<file path="config.mk">
export PLATFORM = sky130hd
export DESIGN_NAME = if_stage
export DESIGN_NICKNAME = d
export VERILOG_FILES = /design/src/rtl/if_pkg.sv /design/src/rtl/if_fetch_fifo.sv /design/src/rtl/if_stage.sv
export SDC_FILE = /design/constraint.sdc
export NUM_CORES = 1
export LEC_CHECK = 0
export CAP_MARGIN = 20
export CORE_ASPECT_RATIO = 1.75
export CORE_MARGIN = 2
export CORE_UTILIZATION = 40
export CTS_CLUSTER_DIAMETER = 100
export CTS_CLUSTER_SIZE = 20
export DETAILED_ROUTE_END_ITERATION = 7
export DONT_BUFFER_PORTS = 1
export PLACE_DENSITY_LB_ADDON = 0.2
export SLEW_MARGIN = 10
export SYNTH_ARGS = -nofsm -noshare
export SYNTH_HDL_FRONTEND = slang
export SYNTH_HIERARCHICAL = 1
export SYNTH_SLANG_ARGS = --single-unit
</file>
<file path="constraint.sdc">
create_clock -name clk -period 9.1 [get_ports clk]
set_input_delay 1.365 -clock clk [delete_from_list [all_inputs] [get_ports clk]]
set_output_delay 1.365 -clock clk [all_outputs]
set_load 0.02 [all_outputs]
</file>
<file path="src/rtl/if_pkg.sv">
// Shared types and constants for the instruction-fetch stage.
package if_pkg;

    localparam int                 INSTR_W          = 32;
    localparam logic [INSTR_W-1:0] NOP_INSTR        = 32'h0000_0013;
    localparam logic [INSTR_W-1:0] RESET_PC_DEFAULT = 32'h0000_0000;

    typedef enum logic [1:0] {
        BOOT  = 2'd0,
        FETCH = 2'd1,
        HALT  = 2'd2
    } if_state_e;

    typedef struct packed {
        logic [INSTR_W-1:0] pc;
        logic [INSTR_W-1:0] instr;
    } fetch_entry_t;

    function automatic logic [INSTR_W-1:0] align_pc(input logic [INSTR_W-1:0] pc);
        return pc & 32'hFFFF_FFFC;
    endfunction

endpackage

</file>
<file path="src/rtl/if_fetch_fifo.sv">
// Synchronous in-order buffer of fetched {pc, instr} entries.
// Flush wins over push and pop in the same cycle.
module if_fetch_fifo #(
    parameter int DEPTH = 2,
    parameter int WIDTH = 64
) (
    input  logic                   clk,
    input  logic                   rst,
    input  logic                   flush_i,
    input  logic                   push_i,
    input  logic [WIDTH-1:0]       wdata_i,
    input  logic                   pop_i,
    output logic [WIDTH-1:0]       rdata_o,
    output logic                   empty_o,
    output logic                   full_o,
    output logic [$clog2(DEPTH):0] count_o
);
    localparam int PTR_W = $clog2(DEPTH);
    localparam int CNT_W = PTR_W + 1;

    logic [WIDTH-1:0] mem_q [DEPTH];
    logic [PTR_W-1:0] wr_ptr_q;
    logic [PTR_W-1:0] rd_ptr_q;
    logic [CNT_W-1:0] count_q;
    logic [CNT_W-1:0] count_d;
    logic             do_push;
    logic             do_pop;

    assign empty_o = (count_q == '0);
    assign full_o  = (count_q == CNT_W'(DEPTH));
    assign count_o = count_q;
    assign rdata_o = mem_q[rd_ptr_q];
    assign do_pop  = pop_i & ~empty_o;
    assign do_push = push_i & (~full_o | do_pop);

    always_comb begin
        case ({do_push, do_pop})
            2'b10:   count_d = count_q + CNT_W'(1);
            2'b01:   count_d = count_q - CNT_W'(1);
            default: count_d = count_q;
        endcase
    end

    always_ff @(posedge clk) begin
        if (rst || flush_i) begin
            wr_ptr_q <= '0;
            rd_ptr_q <= '0;
            count_q  <= '0;
        end else begin
            if (do_push) wr_ptr_q <= wr_ptr_q + PTR_W'(1);
            if (do_pop)  rd_ptr_q <= rd_ptr_q + PTR_W'(1);
            count_q <= count_d;
        end
    end

    always_ff @(posedge clk) begin
        if (rst) begin
            for (int i = 0; i < DEPTH; i++) mem_q[i] <= '0;
        end else if (do_push && !flush_i) begin
            mem_q[wr_ptr_q] <= wdata_i;
        end
    end

endmodule

</file>
<file path="src/rtl/if_stage.sv">
// Instruction-fetch stage: PC, credit-limited imem requests, in-order response buffering
// and redirect flushing. Optional misaligned-redirect fault/halt via IF_MISALIGN_CHK_EN.
module if_stage
    import if_pkg::*;
#(
    parameter logic [INSTR_W-1:0] RESET_PC   = RESET_PC_DEFAULT,
    parameter int                 FIFO_DEPTH = 2
) (
    input  logic               clk,
    input  logic               rst,
    output logic               imem_req_valid,
    input  logic               imem_req_ready,
    output logic [INSTR_W-1:0] imem_req_addr,
    input  logic               imem_rsp_valid,
    input  logic [INSTR_W-1:0] imem_rsp_data,
    input  logic               redirect_valid,
    input  logic [INSTR_W-1:0] redirect_pc,
    output logic               id_valid,
    input  logic               id_ready,
    output logic [INSTR_W-1:0] id_instr,
    output logic [INSTR_W-1:0] id_pc,
    output logic               if_fault
);
    localparam int PTR_W = $clog2(FIFO_DEPTH);
    localparam int CNT_W = PTR_W + 1;

    if_state_e          state_q;
    if_state_e          state_d;
    logic [INSTR_W-1:0] pc_q;
    logic [INSTR_W-1:0] pc_d;
    logic [CNT_W-1:0]   inflight_q;
    logic [CNT_W-1:0]   inflight_d;
    logic [CNT_W-1:0]   drop_q;
    logic [CNT_W-1:0]   drop_d;
    logic [INSTR_W-1:0] tag_q [FIFO_DEPTH];
    logic [PTR_W-1:0]   tag_wr_q;
    logic [PTR_W-1:0]   tag_rd_q;
    logic               req_fire;
    logic               credit_ok;
    logic               misalign;
    logic               fifo_flush;
    logic               fifo_push;
    logic               fifo_pop;
    logic               fifo_empty;
    logic               fifo_full;
    logic [CNT_W-1:0]   fifo_count;
    fetch_entry_t       push_entry;
    fetch_entry_t       head_entry;

    // Outstanding requests plus buffered entries may never exceed the buffer size.
    assign credit_ok = ({1'b0, inflight_q} + {1'b0, fifo_count}) < (CNT_W + 1)'(FIFO_DEPTH);
    assign req_fire  = imem_req_valid & imem_req_ready;
    assign imem_req_addr = pc_q;

`ifdef IF_MISALIGN_CHK_EN
    logic fault_q;
    assign misalign = redirect_valid && (redirect_pc[1:0] != 2'b00);
    assign if_fault = fault_q;

    always_ff @(posedge clk) begin
        if (rst)           fault_q <= 1'b0;
        else if (misalign) fault_q <= 1'b1;
    end
`else
    assign misalign = 1'b0;
    assign if_fault = 1'b0;
`endif

    always_ff @(posedge clk) begin
        if (rst) state_q <= BOOT;
        else     state_q <= state_d;
    end

    always_comb begin
        case (state_q)
            BOOT:    state_d = misalign ? HALT : FETCH;
            FETCH:   state_d = misalign ? HALT : FETCH;
            HALT:    state_d = HALT;
            default: state_d = BOOT;
        endcase
    end

    always_comb begin
        imem_req_valid = 1'b0;
        fifo_flush     = redirect_valid;
        case (state_q)
            FETCH:   imem_req_valid = credit_ok;
            HALT:    fifo_flush     = 1'b1;
            default: imem_req_valid = 1'b0;
        endcase
    end

    always_comb begin
        if (redirect_valid) pc_d = align_pc(redirect_pc);
        else if (req_fire)  pc_d = pc_q + 32'd4;
        else                pc_d = pc_q;
        case ({req_fire, imem_rsp_valid})
            2'b10:   inflight_d = inflight_q + CNT_W'(1);
            2'b01:   inflight_d = inflight_q - CNT_W'(1);
            default: inflight_d = inflight_q;
        endcase
        // Everything still in flight after a redirect belongs to the old stream.
        if (redirect_valid)                          drop_d = inflight_d;
        else if (imem_rsp_valid && drop_q != '0)     drop_d = drop_q - CNT_W'(1);
        else                                         drop_d = drop_q;
    end

    always_ff @(posedge clk) begin
        if (rst) begin
            pc_q       <= RESET_PC;
            inflight_q <= '0;
            drop_q     <= '0;
            tag_wr_q   <= '0;
            tag_rd_q   <= '0;
        end else begin
            pc_q       <= pc_d;
            inflight_q <= inflight_d;
            drop_q     <= drop_d;
            if (req_fire)       tag_wr_q <= tag_wr_q + PTR_W'(1);
            if (imem_rsp_valid) tag_rd_q <= tag_rd_q + PTR_W'(1);
        end
    end

    // Request PCs, consumed in order by responses (including dropped ones).
    always_ff @(posedge clk) begin
        if (rst) begin
            for (int i = 0; i < FIFO_DEPTH; i++) tag_q[i] <= '0;
        end else if (req_fire) begin
            tag_q[tag_wr_q] <= pc_q;
        end
    end

    assign push_entry.pc    = tag_q[tag_rd_q];
    assign push_entry.instr = imem_rsp_data;
    assign fifo_push = imem_rsp_valid && (drop_q == '0) && !redirect_valid && !fifo_full;
    assign fifo_pop  = id_valid && id_ready;

    if_fetch_fifo #(
        .DEPTH (FIFO_DEPTH),
        .WIDTH ($bits(fetch_entry_t))
    ) u_fifo (
        .clk     (clk),
        .rst     (rst),
        .flush_i (fifo_flush),
        .push_i  (fifo_push),
        .wdata_i (push_entry),
        .pop_i   (fifo_pop),
        .rdata_o (head_entry),
        .empty_o (fifo_empty),
        .full_o  (fifo_full),
        .count_o (fifo_count)
    );

    assign id_valid = !fifo_empty;
    assign id_instr = fifo_empty ? NOP_INSTR : head_entry.instr;
    assign id_pc    = fifo_empty ? 32'h0000_0000 : head_entry.pc;

endmodule

</file>
==> Yosys cells after proc, flatten, opt, wreduce, memory -nomap -nowiden <==
Memory sizes are Yosys's and may differ from the RTL's. A register that Yosys moved wholly into a read port is not among the register bits.
Cells that the tools add are included.
{ "totals": {"ff_bits": 44, "ram_bits": 192, "in_bits": 70, "output_inout_bits": 99, "word_cells": 88, "mem_count": 2} }
{ "mem_list": {"columns": ["name", "depth", "word_bits", "read_ports", "rd_clocked_by_memory_dff", "wr", "line_no", "text"], "rows": [
  ["u_fifo.mem_q", 2, 64, 1, 1, 2, "if_fetch_fifo.sv:21", "logic [WIDTH-1:0] mem_q [DEPTH];"],
  ["tag_q", 2, 32, 1, 1, 2, "if_stage.sv:35", "logic [INSTR_W-1:0] tag_q [FIFO_DEPTH];"]
]} }
{ "classes": {"add_sub_neg": 11, "n_lt_le_gt_ge": 1, "eq_ne": 7, "n_mux": 29, "n_bitwise": 6, "reduce_logical": 22} }
{ "ops": {"columns": ["cell", "n"], "rows": [
  ["32-bit 2-to-1 mux", 5],
  ["64-bit 2-to-1 mux", 1],
  ["64-bit OR reduction", 1],
  ["32-bit by 3-bit adder with 32-bit output, second input constant", 1],
  ["32-bit OR reduction", 1],
  ["1-bit 2-to-1 mux", 18],
  ["2-bit case mux with 2 select lines", 3],
  ["2-bit equality test, second input constant", 4],
  ["2-bit nonzero test", 4],
  ["2-bit by 1-bit equality test with 1-bit output, second input constant", 3],
  ["1-bit logical AND", 6],
  ["2-bit logical NOT", 3],
  ["2-bit by 1-bit subtractor with 2-bit output, second input constant", 3],
  ["1-bit adder, second input constant", 4],
  ["2-bit by 1-bit adder with 2-bit output, second input constant", 2],
  ["1-bit logical NOT", 4],
  ["2-bit 2-to-1 mux", 2],
  ["2-bit OR reduction", 2],
  ["2-bit by 2-bit adder with 3-bit output", 1],
  ["1-bit bitwise AND", 3],
  ["3-bit by 2-bit < comparator with 1-bit output, second input constant", 1],
  ["1-bit inverter", 2],
  ["1-bit logical OR", 1],
  ["1-bit OR", 1]
]} }

==> Logic depth before layout (Yosys ltp) <==
{ "logic_depth": {"depth_word": 12, "mapped_depth": 11, "depth_no_buf": 10} }

==> Cells and area by module <==
The synthesis kept the hierarchy.
{ "by_module_without_submodules": {"columns": ["module", "instances", "cells_per_inst", "area_per_inst_um2", "seq_area_each_um2"], "rows": [
  ["if_fetch_fifo", 1, 374, 5908.2, 3943.8],
  ["if_stage", 1, 516, 5271.3, 2582.5]
]} }

==> Worst setup path before layout <==
No wires, ideal clock.
{ "synth_path": {"path_type": "input port to flip-flop", "from": "in redirect_valid", "to": "mem u_fifo.mem_q[1][0], enable pin", "setup_ps": 426, "arrival_ps": 4276, "required_ps": 8674, "path_slack_ps": 4399, "cell_stages": 6, "path_buffers": 3, "cell_sequence": "clkbuf_1 clkbuf_1 nor4bb_1 and4b_1 buf_6 or2_1"} }
{ "synth_rtl": {"columns": ["element", "line_no", "text"], "rows": [
  ["start, declared", "if_stage.sv:16", "input logic redirect_valid,"],
  ["end, declared", "if_fetch_fifo.sv:21", null]
]} }

==> Worst setup path in the final report <==
{ "layout_path": {"from": "reg u_fifo.count_q[0], in the netlist u_fifo/count_o[0]", "to": "out imem_req_valid"} }
{ "layout_via": {"elab_chain_len": 3} }
{ "layout_rtl": {"columns": ["element", "line_no", "text"], "rows": [
  ["start, declared", "if_fetch_fifo.sv:24", "logic [CNT_W-1:0] count_q;"],
  ["start signal, assigned", "if_fetch_fifo.sv:52", "count_q <= count_d;"],
  ["2-bit by 2-bit adder with 3-bit output", "if_stage.sv:51", "assign credit_ok = ({1'b0, inflight_q} + {1'b0, fifo_count}) < (CNT_W + 1)'(FIFO_DEPTH);"],
  ["3-bit by 2-bit < comparator with 1-bit output", "if_stage.sv:51", null],
  ["1-bit 2-to-1 mux", "if_stage.sv:86", "case (state_q)"],
  ["end, declared", "if_stage.sv:11", "output logic imem_req_valid,"]
]} }
Every way passes these cells.

==> metrics.cfg <==
[status]
outcome = finished, final reports clean

[yosys]
synth_edf_count = 188
netlist_instances = 890
yosys.area.top_type = edfxtp_1
synthArstFlopShare_pct = 0
netlist_area_um2 = 11200
ys_top_cells_by_area = edfxtp_1 50%, mux2_2 9.5%, and2_1 8.7%
synth.top_cell.area_share_pct = 50.5
ys.flop_type = edfxtp_1
ys_seq_elements = 232
syn_avg_cell_area_um2 = 12.6
synth.distinct_cells = 58
yosys_warnings = 6
yosysSeqAreaShare_pct = 58.4

[worst_setup_path]
crit_type = flip-flop to output pin
critPathCaptureType = output pin
crit_slowest_cell = or4b_4
crit_fanout = 10
path_cells = and2_1 > fa_1 > or4b_4 > inv_1
required_ns = 7.74
cp_num_buf_inv = 1
start_kind = flip-flop
reg2reg_slack_ns = 5.24
arrival_ns = 2.56
critPathMaxStageDelay_ns = 0.61
cp_top_family = simple AND/OR/NAND/NOR gates

[route]
drtIter0Drc = 266
finalWirelength_mm = 23.0
routedWlPerCell_um = 18.5
drt.antenna.violating_nets = 0
vias = 6394
first_pass_iters = 4
routed_via_density = 5.12
drc_errors = 0

[layout]
stdcell_area_um2 = 11900
area_delta_synth_final_pct = 6.28
fillers = 2666
final_core_util_pct = 42.8
fin_nets = 939
final_cell_mix = 188 x edfxtp_1, 156 x and2_1, 94 x mux2_2
drive_gt1_share_pct = 19.5
final_common_cell = edfxtp_1

[cts]
hold_buffers = 0
cts.sinks = 232
cts_tree = built
clock_latency_ns = 0.49
cts_buffers = 15
clk_pin_slew_worst_paths_ns = 0.08
cts_max_level = 1
cts-resized-gates = 0
clockBufferDepth = 3
clockRootBuffer = clkbuf_16
postCtsSetupBuffers = 0

[power]
peakVddDrop_mv = 0.136
power_leakage_nw = 4.19
p_per_area_nw_per_um2 = 173

[placed_design]
gp_congestion = 0.766
pre_cts_ws_ns = 4.83
postPlaceCellArea_um2 = 11400
portBuffers = 0
hpwl_mm = 14.5

[floorplanning]
coreArea_um2 = 27800
ioPinCount = 169
start_util_pct = 40.3
die-area_um2 = 29400
rows = 81
chipWidth_um = 130
dieHeight_um = 225

[flow_run]
maxCapViolations = 0

[timing]
tightest_slew_ns = 1.18
fmax_mhz = 255
hold_viol_final = 0
slew_headroom_pct = 20.7
post-route-period-util_pct = 43.2
setup_ws_ns = 5.17
fin_crit_ns = 3.93
setup_tns_ns = 0
rsz0062_at_grt = false
setup_violations = 0
fin_skew_ns = 0.0203
whs_ns = 0.438
slew_viol_final = 0

[global_route]
grt_max_degree = 67
grt_pass1_wl_mm = 35.5
grt_pass1_vias = 6419
grt-ovfl-total = 0
grt_usage_pct = 15.6
antenna_found_initial = 1

[worst_hold_path]
hold_class = flip-flop to flip-flop

[kinds of logic (layout without fill, tap and decap cells)]
group | count (synthesis) | after routing | synth area share, %
adder cells (fa/ha/maj) | 4 | 4 | 0.515
multiplexers | 95 | 95 | 9.56
other | 1 | 8 | 0.0335
XOR/XNOR | 15 | 15 | 1.18
AO/OA/AOI/OAI | 66 | 66 | 4.35
buffers and inverters | 78 | 56 | 3.64
flip-flops | 232 | 232 | 58.4
AND/OR/NAND/NOR | 399 | 399 | 22.4
[state kept, by name (all words and copies together), names as in the netlist, named ones only]
signal / flops
state_q: 2
inflight_q: 2
tag_q: 60
tag_rd_q: 1
drop_q: 2
u_fifo/wr_ptr_q: 1
u_fifo/rd_ptr_q: 1
u_fifo/count_o: 2
u_fifo/mem_q: 128
imem_req_addr: 30
tag_wr_q: 1
[layer usage]
layer,vias to the layer above,track usage [%],share of wire (%)
li1,3107,-,-
met1,3122,17.5,39
met2,138,28.9,53
met3,27,2.37,4.4
met4,0,6.86,3.7
met5,-,0,0
[per-stage QoR]
stage,power (mW),std cells
after global placement,1.43,1220
after floorplan,1.39,896
after CTS,2.09,1246
after detailed placement,1.43,1220
after global routing,2.15,1248
final,2.06,1248
[cells in the mapped netlist (2+ instances only)]
cell and instances:
inv_1 18, o21bai_1 4, a2111oi_0 9, o31a_1 3
or2_2 5, xnor2_1 8, nor3_1 9, buf_1 2
nand2_1 20, nor3b_1 4, nand4_1 7, and2_1 156
edfxtp_1 188, and3_1 5, dfxtp_1 44, and4_1 9
buf_2 7, or2_1 3, clkbuf_1 35, nand3_1 11
buf_4 4, o211ai_1 2, nor4_1 17, xor2_1 7
nand2b_1 2, a311oi_1 10, mux2_2 94, and2_4 30
a21oi_1 8, a211oi_1 13, or3_1 7, o21ai_0 8
buf_6 12, ha_1 3, a31oi_1 2, nor2b_1 70
nor2_1 33
[cell type report]
| cell class | count | area [um^2] | share of cell area [%] |
|---|---|---|---|
| Clock inverter | 2 | 17.5 | 0.147 |
| Inverter | 18 | 67.6 | 0.569 |
| Multi-Input combinational cell | 586 | 4300 | 36.2 |
| Timing Repair Buffer | 12 | 87.6 | 0.737 |
| Antenna cell | 1 | 2.50 | 0.0211 |
| Clock buffer | 24 | 409 | 3.44 |
| Sequential cell | 232 | 6530 | 54.9 |
| Tap cell | 373 | 467 | 3.93 |
[power breakdown]
group	leakage, nW	switching [mW]	internal (mW)
registers	2.32	0.0466	1.20
clock network	0.205	0.341	0.315
logic	1.67	0.0906	0.0649
total	4.19	0.478	1.58
[worst paths after layout]
check,startpoint,end,depth (start not counted)
min,state_q[1]$_SDFF_PP0_,state_q[0]$_SDFF_PP0_,1
max reg2reg,u_fifo/count_o[1]$_SDFFE_PP0P_,u_fifo/mem_q[1][7]$_SDFFCE_PN0P_,7
max,u_fifo/count_o[0]$_SDFFE_PP0P_,imem_req_valid,4
min reg2reg,state_q[1]$_SDFF_PP0_,state_q[0]$_SDFF_PP0_,1
Power figures use the tool's default switching activity.
